[src/rtl/pw_pkg.sv]
// pw_pkg: shared definitions for the period/pulse-width sequencing controller.
// Provides the generator/counter width, repeat-count width, program depth,
// the controller state encoding and the program entry record.
package pw_pkg;

  localparam int W     = 11;
  localparam int REP_W = 8;
  localparam int DEPTH = 4;

  typedef enum logic [1:0] {
    IDLE  = 2'd0,
    ARM   = 2'd1,
    RUN   = 2'd2,
    DRAIN = 2'd3
  } state_t;

  // One program step: period n, pulse width mt, pulses in the step rep.
  typedef struct packed {
    logic [W-1:0]     n;
    logic [W-1:0]     mt;
    logic [REP_W-1:0] rep;
  } entry_t;

endpackage

[src/rtl/pw_seq_tab.sv]
// pw_seq_tab: 4-entry program register file for pw_seq_ctrl.
// Ports:
//   clk, rst            clock and synchronous active-high reset
//   wr_en, wr_addr      table write strobe and entry index
//   wr_N, wr_MT, wr_rep values for the written entry
//   err_clr             clears the sticky error (accepted start)
//   cur_idx, nxt_idx    read addresses for the current and next step
//   cur, nxt            read data for those two addresses
//   err                 sticky flag, set by any write that fails validation
module pw_seq_tab
  import pw_pkg::*;
(
  input  logic             clk,
  input  logic             rst,
  input  logic             wr_en,
  input  logic [1:0]       wr_addr,
  input  logic [W-1:0]     wr_N,
  input  logic [W-1:0]     wr_MT,
  input  logic [REP_W-1:0] wr_rep,
  input  logic             err_clr,
  input  logic [1:0]       cur_idx,
  input  logic [1:0]       nxt_idx,
  output entry_t           cur,
  output entry_t           nxt,
  output logic             err
);

  entry_t tab [DEPTH];
  logic   valid;

  // A step is usable only if the pulse fits strictly inside the period and
  // emits at least one pulse.
  assign valid = (wr_MT != '0) && (wr_MT < wr_N) && (wr_rep != '0);

  assign cur = tab[cur_idx];
  assign nxt = tab[nxt_idx];

  // Table storage and error flag. A bad write sets err even in the same
  // cycle as a clear, so no invalid write is ever silently forgotten.
  always_ff @(posedge clk) begin
    if (rst) begin
      for (int i = 0; i < DEPTH; i++) begin
        tab[i] <= '{n: W'(2), mt: W'(1), rep: REP_W'(1)};
      end
      err <= 1'b0;
    end else begin
      if (wr_en && valid) begin
        tab[wr_addr] <= '{n: wr_N, mt: wr_MT, rep: wr_rep};
      end
      if (wr_en && !valid) begin
        err <= 1'b1;
      end else if (err_clr) begin
        err <= 1'b0;
      end
    end
  end

endmodule

[src/rtl/pw_seq_ctrl.sv]
// pw_seq_ctrl: sequencing controller for the N/MT pulse-width generator.
// Runs a 4-step (period, width, repeat) program once or in a loop, switching
// steps only on pulse starts, and stops on a pulse's falling edge.
// Ports:
//   clk, rst                     clock, synchronous active-high reset
//   wr_en/wr_addr/wr_N/wr_MT/wr_rep  program table write
//   last, loop                   final step index and wrap mode (sampled at start)
//   start, stop                  run request and graceful stop request
//   q, start_PW, end_PW          generator count and strobes
//   N, MT, ce                    generator configuration and enable
//   busy, done, step, err        status outputs
module pw_seq_ctrl
  import pw_pkg::*;
(
  input  logic             clk,
  input  logic             rst,
  input  logic             wr_en,
  input  logic [1:0]       wr_addr,
  input  logic [W-1:0]     wr_N,
  input  logic [W-1:0]     wr_MT,
  input  logic [REP_W-1:0] wr_rep,
  input  logic [1:0]       last,
  input  logic             loop,
  input  logic             start,
  input  logic             stop,
  input  logic [W-1:0]     q,
  input  logic             start_PW,
  input  logic             end_PW,
  output logic [W-1:0]     N,
  output logic [W-1:0]     MT,
  output logic             ce,
  output logic             busy,
  output logic             done,
  output logic [1:0]       step,
  output logic             err
);

  state_t           state;
  logic [REP_W-1:0] rem;
  logic [1:0]       last_r;
  logic             loop_r;
  logic             stop_pend;
  logic             counted;
  logic             err_clr;
  logic [1:0]       cur_idx;
  logic [1:0]       nxt_idx;
  entry_t           cur;
  entry_t           nxt;
  logic [REP_W-1:0] run_rem;
  logic [1:0]       run_step;
  logic             run_drain;

  assign counted = ce & start_PW;
  assign err_clr = (state == IDLE) & start;
  // In IDLE the step register may hold the index of a finished run, but a
  // new run always begins from entry 0.
  assign cur_idx = (state == IDLE) ? 2'd0 : step;
  assign nxt_idx = (step == last_r) ? 2'd0 : step + 2'd1;

  pw_seq_tab u_tab (
    .clk     (clk),
    .rst     (rst),
    .wr_en   (wr_en),
    .wr_addr (wr_addr),
    .wr_N    (wr_N),
    .wr_MT   (wr_MT),
    .wr_rep  (wr_rep),
    .err_clr (err_clr),
    .cur_idx (cur_idx),
    .nxt_idx (nxt_idx),
    .cur     (cur),
    .nxt     (nxt),
    .err     (err)
  );

  // Effect of a counted edge in RUN: either consume one pulse of the current
  // step, or (step exhausted) let this pulse open the next step. The drain
  // test looks at the values after that update.
  always_comb begin
    run_rem   = rem;
    run_step  = step;
    run_drain = 1'b0;
    if (counted) begin
      if (rem != '0) begin
        run_rem = rem - REP_W'(1);
      end else begin
        run_step = nxt_idx;
        run_rem  = nxt.rep - REP_W'(1);
      end
      run_drain = (run_rem == '0) && (run_step == last_r) && !loop_r;
    end
  end

  // Controller FSM with registered outputs. N is seeded from q on start so
  // the generator sees q==N in ARM and begins the first pulse immediately,
  // whatever count it was frozen at.
  always_ff @(posedge clk) begin
    if (rst) begin
      state     <= IDLE;
      N         <= '0;
      MT        <= '0;
      ce        <= 1'b0;
      busy      <= 1'b0;
      done      <= 1'b0;
      step      <= '0;
      rem       <= '0;
      last_r    <= '0;
      loop_r    <= 1'b0;
      stop_pend <= 1'b0;
    end else begin
      done <= 1'b0;
      case (state)
        IDLE: begin
          if (start) begin
            N         <= q;
            MT        <= cur.mt;
            rem       <= cur.rep;
            step      <= '0;
            ce        <= 1'b1;
            busy      <= 1'b1;
            last_r    <= last;
            loop_r    <= loop;
            stop_pend <= 1'b0;
            state     <= ARM;
          end
        end
        ARM: begin
          N         <= cur.n;
          rem       <= rem - REP_W'(1);
          stop_pend <= stop;
          if ((rem == REP_W'(1)) && (last_r == 2'd0) && !loop_r) begin
            state <= DRAIN;
          end else begin
            state <= RUN;
          end
        end
        RUN: begin
          rem  <= run_rem;
          step <= run_step;
          if (counted && (rem == '0)) begin
            N  <= nxt.n;
            MT <= nxt.mt;
          end
          if (run_drain || stop || stop_pend) begin
            state <= DRAIN;
          end
        end
        DRAIN: begin
          if (ce && end_PW) begin
            ce        <= 1'b0;
            busy      <= 1'b0;
            done      <= 1'b1;
            stop_pend <= 1'b0;
            state     <= IDLE;
          end
        end
        default: state <= IDLE;
      endcase
    end
  end

endmodule

[config.mk]
export PLATFORM = sky130hd
export DESIGN_NAME = pw_seq_ctrl
export DESIGN_NICKNAME = d
export VERILOG_FILES = /design/src/rtl/pw_pkg.sv /design/src/rtl/pw_seq_tab.sv /design/src/rtl/pw_seq_ctrl.sv
export SDC_FILE = /design/constraint.sdc
export NUM_CORES = 1
export LEC_CHECK = 0
export CAP_MARGIN = 20
export CORE_MARGIN = 5
export CORE_UTILIZATION = 25
export DETAILED_ROUTE_END_ITERATION = 16
export SETUP_SLACK_MARGIN = 0.15
export SKIP_LAST_GASP = 1
export SYNTH_ARGS = -nofsm -noshare
export SYNTH_HDL_FRONTEND = slang
export SYNTH_SLANG_ARGS = --single-unit
export TNS_END_PERCENT = 10
[constraint.sdc]
create_clock -name clk -period 8.35 [get_ports clk]
set_clock_uncertainty 0.05 [all_clocks]
set_input_delay 1.67 -clock clk [delete_from_list [all_inputs] [get_ports clk]]
set_output_delay 1.67 -clock clk [all_outputs]
set_load 0.05 [all_outputs]
# --- Yosys cells after proc, flatten, opt, wreduce, memory -nomap -nowiden ---
# Memories as Yosys holds them, arrays and structs flattened.
# Cells that the tools add are included.
classes:
  n_eq_ne: 11
  n_lt_le_gt_ge: 1
  div_mod_pow: 0
  multipliers: 0
  bitwise: 3
  n_reduce_logical: 36
  mux: 40
  shift: 0
  add_sub_neg: 3
ops:
  columns: ["cell", "n"]
  rows:
  - ["two-way mux 11 bit", 4]
  - ["one-hot mux 11 bit (3 select lines)", 1]
  - ["two-way mux 8 bit", 4]
  - ["two-way mux 30 bit", 1]
  - ["OR reduction 30 bit", 1]
  - ["one-hot mux 8 bit (3 select lines)", 1]
  - ["one-hot mux 11 bit (2 select lines)", 1]
  - ["AND reduction 3 bit", 7]
  - ["two-way mux 2 bit", 10]
  - ["logical NOT 8 bit", 2]
  - ["nonzero test 8 bit", 2]
  - ["subtractor 8 x 1 -> 8 bit, second input constant", 2]
  - ["two-way mux 1 bit", 14]
  - ["< comparator 11 bit", 1]
  - ["nonzero test 11 bit", 1]
  - ["logical AND 1 bit", 10]
  - ["inequality test 2 bit, second input constant", 5]
  - ["== test 8 x 1 -> 1 bit, second input constant", 1]
  - ["one-hot mux 2 bit (4 select lines)", 1]
  - ["nonzero test 2 bit", 3]
  - ["nonzero test 3 bit", 2]
  - ["== test 2 bit", 2]
  - ["== test 2 bit, second input constant", 2]
  - ["logical NOT 2 bit", 2]
  - ["other kinds (11)", 14]
totals:
  latchBits: 0
  inputBits: 53
  ram_bits: 120
  rom_bits: 0
  word_cells: 106
  n_memories: 1
  reg_bits: 41
  out_inout_bits: 28
memory_table:
  columns: ["name", "depth", "width", "read_ports", "rd_clocked_by_memory_dff", "write_ports", "line", "text"]
  rows:
  - ["u_tab.tab", 4, 30, 2, 0, 4, "pw_seq_tab.sv:28", "entry_t tab [DEPTH];"]

# --- Depth between registers and ports, before layout ---
# An unclocked memory read counts as a cell.
logic_depth:
  word_depth: 14
  mapped_depth: 13
  depth_no_buf: 12

# --- Cells and area by module ---
# Synthesis repeated with hierarchy kept, for this count alone.
hier_totals:
  cells_unflattened: 789
  hier_area_um2: 9142.5
modules_own_cells:
  columns: ["mod", "cells_each", "area_per_inst_um2", "n_inst"]
  rows:
  - ["pw_seq_tab", 416, 6287.3, 1]
  - ["pw_seq_ctrl", 373, 2855.2, 1]

# --- Worst setup path before layout ---
# Ideal clock, no wire load.
synth_timing:
  path_type: "input-to-reg"
  from: "in wr_N[1]"
  to: "mem u_tab.tab[3][0] (netlist name) (enable)"
  slack_ps: 4010
  t_required_ps: 7912
  setup_ps: 388
  cell_stages: 10
  arrival_time_ps: 3902
  cell_sequence: "inv_1 ha_1 a21o_1 a21o_1 a21o_1 a21o_1 a21oi_1 o21ai_1 a21oi_1 a41o_1"
synth_lines:
  columns: ["element", "line", "text"]
  rows:
  - ["start: declaration", "pw_seq_ctrl.sv:19", "input logic [W-1:0] wr_N,"]
  - ["end: declaration", "pw_seq_tab.sv:28", null]

==> impl_table.tex <==
\begin{tabular}{lr}
\hline
Metric & Value \\
\hline
\multicolumn{2}{l}{\textbf{Drt}} \\
\quad Overall routed net length & 26620 um \\
\quad Number of nets with antenna violations after detailed routing & 0 \\
\quad Detailed-router iteration count before antenna repair & 5 \\
\quad Final routed DRC violation total & 0 \\
\quad Routed vias/inst & 4.972 \\
\quad Iter 0 DRT Violations & around 500 \\
\quad WL/cell & between 15 and 20 um \\
\quad Via total after detailed routing & 6936 \\
\multicolumn{2}{l}{\textbf{Synth}} \\
\quad Synthesized flop and latch total & 161 \\
\quad Yosys cell types & 64 \\
\quad Synthesized-area fraction occupied by xor and xnor cells & 0.007690 \\
\quad Count of synthesis-stage warnings from yosys & 0 \\
\quad Post-synthesis compound-gate area fraction & 0.1494 \\
\quad Mux cell area share after synthesis & 0.08185 \\
\quad Prevailing post-synth register cell & sky130\_fd\_sc\_hd\_\_edfxtp\_1 \\
\quad Area share of and/or/nand/nor cells after synthesis & 0.2118 \\
\quad Count of flip-flops with a built-in enable after synthesis & 120 \\
\quad Portion of synthesized cell area occupied by the leading cell type & 0.3955 \\
\quad Biggest area contributors in the synthesized netlist & sky130\_fd\_sc\_hd\_\_edfxtp\_1 40\%, sky130\_fd\_sc\_hd\_\_dfxtp\_1 9.0\%, sky130\_fd\_sc\_hd\_\_mux4\_2 7.2\% \\
\quad Area of the mapped netlist & a little over 9000 um2 \\
\quad Share of synthesized cell area in full adder, half adder and majority cells & 0.02472 \\
\quad Number of standard cells after synthesis & approximately 870 \\
\quad Mapped Avg Cell Area & roughly 10 um2 \\
\quad Post-synth top area cell & sky130\_fd\_sc\_hd\_\_edfxtp\_1 \\
\quad Post-synth net total & between 900 and 1000 \\
\quad Register area share after synthesis & 0.4856 \\
\quad Combinational family with the most area after synthesis & simple AND/OR/NAND/NOR gates \\
\quad Share of flip-flops with an asynchronous set or reset after synthesis & 0 \\
\multicolumn{2}{l}{\textbf{GRT}} \\
\quad Final global-route overflow total & 0 \\
\quad Maximum number of pins on one net before global-route repair & 73 \\
\quad Via count of the first global-routing pass & approximately 6900 \\
\quad Number of antenna violations at the first check in global routing & 1 \\
\quad Tot GR Track Use & 0.1297 \\
\quad First-pass GRT wire length & 41070 um \\
\multicolumn{2}{l}{\textbf{Timing}} \\
\quad Pins over their slew limit & 0 \\
\quad Post-route minimum period & 5060 ps \\
\quad Hold Slack & between 400 and 500 ps \\
\quad Unrepaired setup endpoints after global routing & false \\
\quad Total negative setup slack & 0 ps \\
\quad Number of endpoints with negative hold slack in the final report & 0 \\
\quad Min setup slack post-route & $\sim$3300 ps \\
\quad Upper clock frequency limit & about 0.2 GHz \\
\quad Least-Margin Pin Slew & between 900 and 1000 ps \\
\quad Final number of setup-violating endpoints & 0 \\
\quad Worst-case headroom to the max-slew limit & 0.3519 \\
\quad Final period utilization & 0.6060 \\
\multicolumn{2}{l}{\textbf{Worst setup path}} \\
\quad Reg2reg path depth & 14 \\
\quad Kind of start point of the critical path & input pin \\
\quad Worst-path maximum fanout & between 40 and 50 \\
\quad Critical Path Sink Type & flop \\
\quad Internal reg-to-reg setup slack & 4310 ps \\
\quad Worst setup path class & in -> reg \\
\quad Worst EP required & 8460 ps \\
\quad Terminus of the critical flop-to-flop path & state[1] \\
\quad Critical path data arrival time & approximately 5200 ps \\
\quad Beginning of the worst register-to-register path & step[0] \\
\multicolumn{2}{l}{\textbf{Clocking}} \\
\quad Post-CTS Hold Buffers & 0 \\
\quad Number of gates resized after CTS & 0 \\
\quad Total setup buffers inserted after CTS & 0 \\
\quad CTS tree & yes \\
\quad Maximum number of buffers from clock root to sink & 2 \\
\quad Clock tree root driver cell & sky130\_fd\_sc\_hd\_\_clkbuf\_16 \\
\quad Clk Latency, worst-skew pair & 430 ps \\
\quad Total clock buffers created by CTS & 17 \\
\quad H-tree level count & 4 \\
\quad Clock sink count & about 160 \\
\quad Clock-pin slew of the registers on the worst-case setup and hold paths & about 80 ps \\
\multicolumn{2}{l}{\textbf{Finish}} \\
\quad Filler Cells Inserted & between 3000 and 4000 \\
\quad Post-route standard cell area excluding fillers & roughly 11000 um2 \\
\quad Post-layout net count & a little under 1000 \\
\quad Area added between synthesis and finish & 20.65\% \\
\quad Proportion of layout cells with a drive suffix above 1 & 0.1079 \\
\quad Multi-input gate area & 4372 um2 \\
\quad Storage cell area & about 4400 um2 \\
\quad Number of antenna repair diodes & 0 \\
\multicolumn{2}{l}{\textbf{Placement}} \\
\quad Final weighted congestion in routability-driven placement & between 0.7 and 0.8 \\
\quad Number of buffers added on ports & 80 \\
\quad Worst setup slack after placement & 2892 ps \\
\quad Post-placement cell area & just over 10000 um2 \\
\quad DP HPWL & roughly 17000 um \\
\multicolumn{2}{l}{\textbf{Die}} \\
\quad Placeable core region & around 36000 um2 \\
\quad Vertical extent of the die & about 200 um \\
\quad Number of placement rows & 70 \\
\quad X dimension of the die & 200.9 um \\
\quad Starting utilization of the core area & 0.2513 \\
\quad I/O pins & a little over 80 \\
\quad Die footprint & about 40000 um2 \\
\multicolumn{2}{l}{\textbf{Hold path}} \\
\quad Worst min path class & reg -> reg \\
\quad Hold depth & 2 \\
\quad Worst Hold Launch & loop\_r \\
\quad Hold worst-path end & loop\_r \\
\multicolumn{2}{l}{\textbf{Job}} \\
\quad \# Max-Cap Violations & 0 \\
\multicolumn{2}{l}{\textbf{Power}} \\
\quad Leakage power figure & between 3 and 4 nW \\
\quad Total power density per cell area & between 200 and 300 nW/um2 \\
\quad Final Power & between 2 and 3 mW \\
\quad Worst-case vdd ir drop & around 0.14 mV \\
\multicolumn{2}{l}{\textbf{Run status}} \\
\quad Run status & finished clean \\
\hline
\end{tabular}
[routing by layer]
| metal | vias to the layer above | GRT usage | part of all wire |
|---|---|---|---|
| met5 | - | 0 | 0 |
| met4 | 0 | 0.04031 | 0.022 |
| met3 | 32 | 0.02730 | 0.048 |
| met2 | 179 | 0.2183 | 0.49 |
| met1 | 3409 | 0.1678 | 0.44 |
| li1 | 3316 | - | - |
[power by group]
part / internal, mW / switching (mW) / total [mW] / leakage [nW]
registers: 0.966 / 0.0756 / 1.04 / 1.50
logic: 0.384 / 0.659 / 1.04 / 2.02
clock network: 0.425 / 0.394 / 0.819 / 0.304
[Yosys cell counts, drive strengths merged (2+ instances only)]
cell type  count
or2            5
a21o           7
mux2i          4
and2          84
a211oi        61
xnor2          2
edfxtp       120
o21ai         10
nand3          8
nand3b         2
ha            18
nand4b         3
nand2b        17
and3          27
a2111oi        2
nor2          61
a22oi         11
nand2         92
nor3           9
nor2b         34
inv           21
and2b          2
xor2           6
nand4          4
mux4          31
o22ai          2
nor3b          3
buf           12
clkbuf        55
nor4           8
dfxtp         41
o211ai         6
a311oi        15
a211o          3
a31oi         21
a21oi         47
[area by class of cell]
cell class,instances,area share
clock buffer,18,0.04097
clock inverter,14,0.01639
tap,468,0.05327
multi-input combinational,619,0.3977
timing repair buffer,94,0.08195
inverter,21,0.007171
sequential,161,0.4026
[worst max path at each step]
stage / from / end / slack, ps / cells after the start
5_1_grt: wr_MT[1] / u_tab.tab[2][0] / 3140 / 11
2_1_floorplan: wr_N[1] / u_tab.tab[3][0] / 4010 / 10
3_3_place_gp: wr_MT[1] / u_tab.tab[2][0] / 2990 / 11
3_5_place_dp: wr_MT[1] / u_tab.tab[2][0] / 2890 / 11
4_1_cts: wr_MT[1] / u_tab.tab[2][0] / 3350 / 11
6_report: wr_MT[1] / u_tab.tab[2][0] / 3290 / 11
[sequential cells by signal, summed over array words and instances (netlist names)]
signal / flops
step: 2
N: 11
MT: 11
busy: 1
state: 2
stop_pend: 1
u_tab.tab: 120
rem: 8
last_r: 2
done: 1
loop_r: 1
u_tab.err: 1
[kinds of logic after synthesis]
logic type	count (synthesis)
flip-flops	161
adder cells (fa/ha/maj)	18
multiplexers	35
AND/OR/NAND/NOR	365
buffers and inverters	88
XOR/XNOR	8
AO/OA/AOI/OAI	193
[critical path, cell delays in order]
cell and delay (ps):
sky130_fd_sc_hd__clkdlybuf4s50_1 680, sky130_fd_sc_hd__ha_1 310, sky130_fd_sc_hd__a21o_1 150, sky130_fd_sc_hd__a21o_1 160, sky130_fd_sc_hd__a21o_1 160, sky130_fd_sc_hd__a21o_1 160, sky130_fd_sc_hd__a21oi_1 150, sky130_fd_sc_hd__o21ai_1 180
sky130_fd_sc_hd__a2111oi_4 850, sky130_fd_sc_hd__buf_4 520, sky130_fd_sc_hd__nand3b_1 140
[per-stage QoR]
stage / cells / utilization
floorplan: 868 / -
global placement: 1363 / 0.2858
detailed placement: 1363 / 0.2858
CTS: 1395 / 0.3032
global route: 1395 / 0.3032
finish: 1395 / 0.3032
[cell usage in the layout, fill, tap and decap left out, types with 4 or more instances in the layout]
cell type and instances:
sky130_fd_sc_hd__a21o_1 7, sky130_fd_sc_hd__o211ai_1 6, sky130_fd_sc_hd__a22oi_1 11, sky130_fd_sc_hd__buf_4 14, sky130_fd_sc_hd__mux4_2 29, sky130_fd_sc_hd__clkinv_8 7, sky130_fd_sc_hd__and3_1 27, sky130_fd_sc_hd__nor2_1 61
sky130_fd_sc_hd__edfxtp_1 120, sky130_fd_sc_hd__nand2_1 92, sky130_fd_sc_hd__a31oi_1 19, sky130_fd_sc_hd__nand3_1 8, sky130_fd_sc_hd__inv_1 21, sky130_fd_sc_hd__a211oi_1 60, sky130_fd_sc_hd__and2_1 84, sky130_fd_sc_hd__clkbuf_16 18
sky130_fd_sc_hd__a311oi_1 15, sky130_fd_sc_hd__nand4_1 4, sky130_fd_sc_hd__clkdlybuf4s50_1 79, sky130_fd_sc_hd__mux2i_1 4, sky130_fd_sc_hd__nor4_1 7, sky130_fd_sc_hd__a21oi_1 45, sky130_fd_sc_hd__xor2_1 6, sky130_fd_sc_hd__nand2b_1 16
sky130_fd_sc_hd__nor2b_1 33, sky130_fd_sc_hd__dfxtp_1 40, sky130_fd_sc_hd__nor3_1 7, sky130_fd_sc_hd__ha_1 18, sky130_fd_sc_hd__or2_2 5, sky130_fd_sc_hd__o21ai_0 9
(Power assumes the default switching activity.)
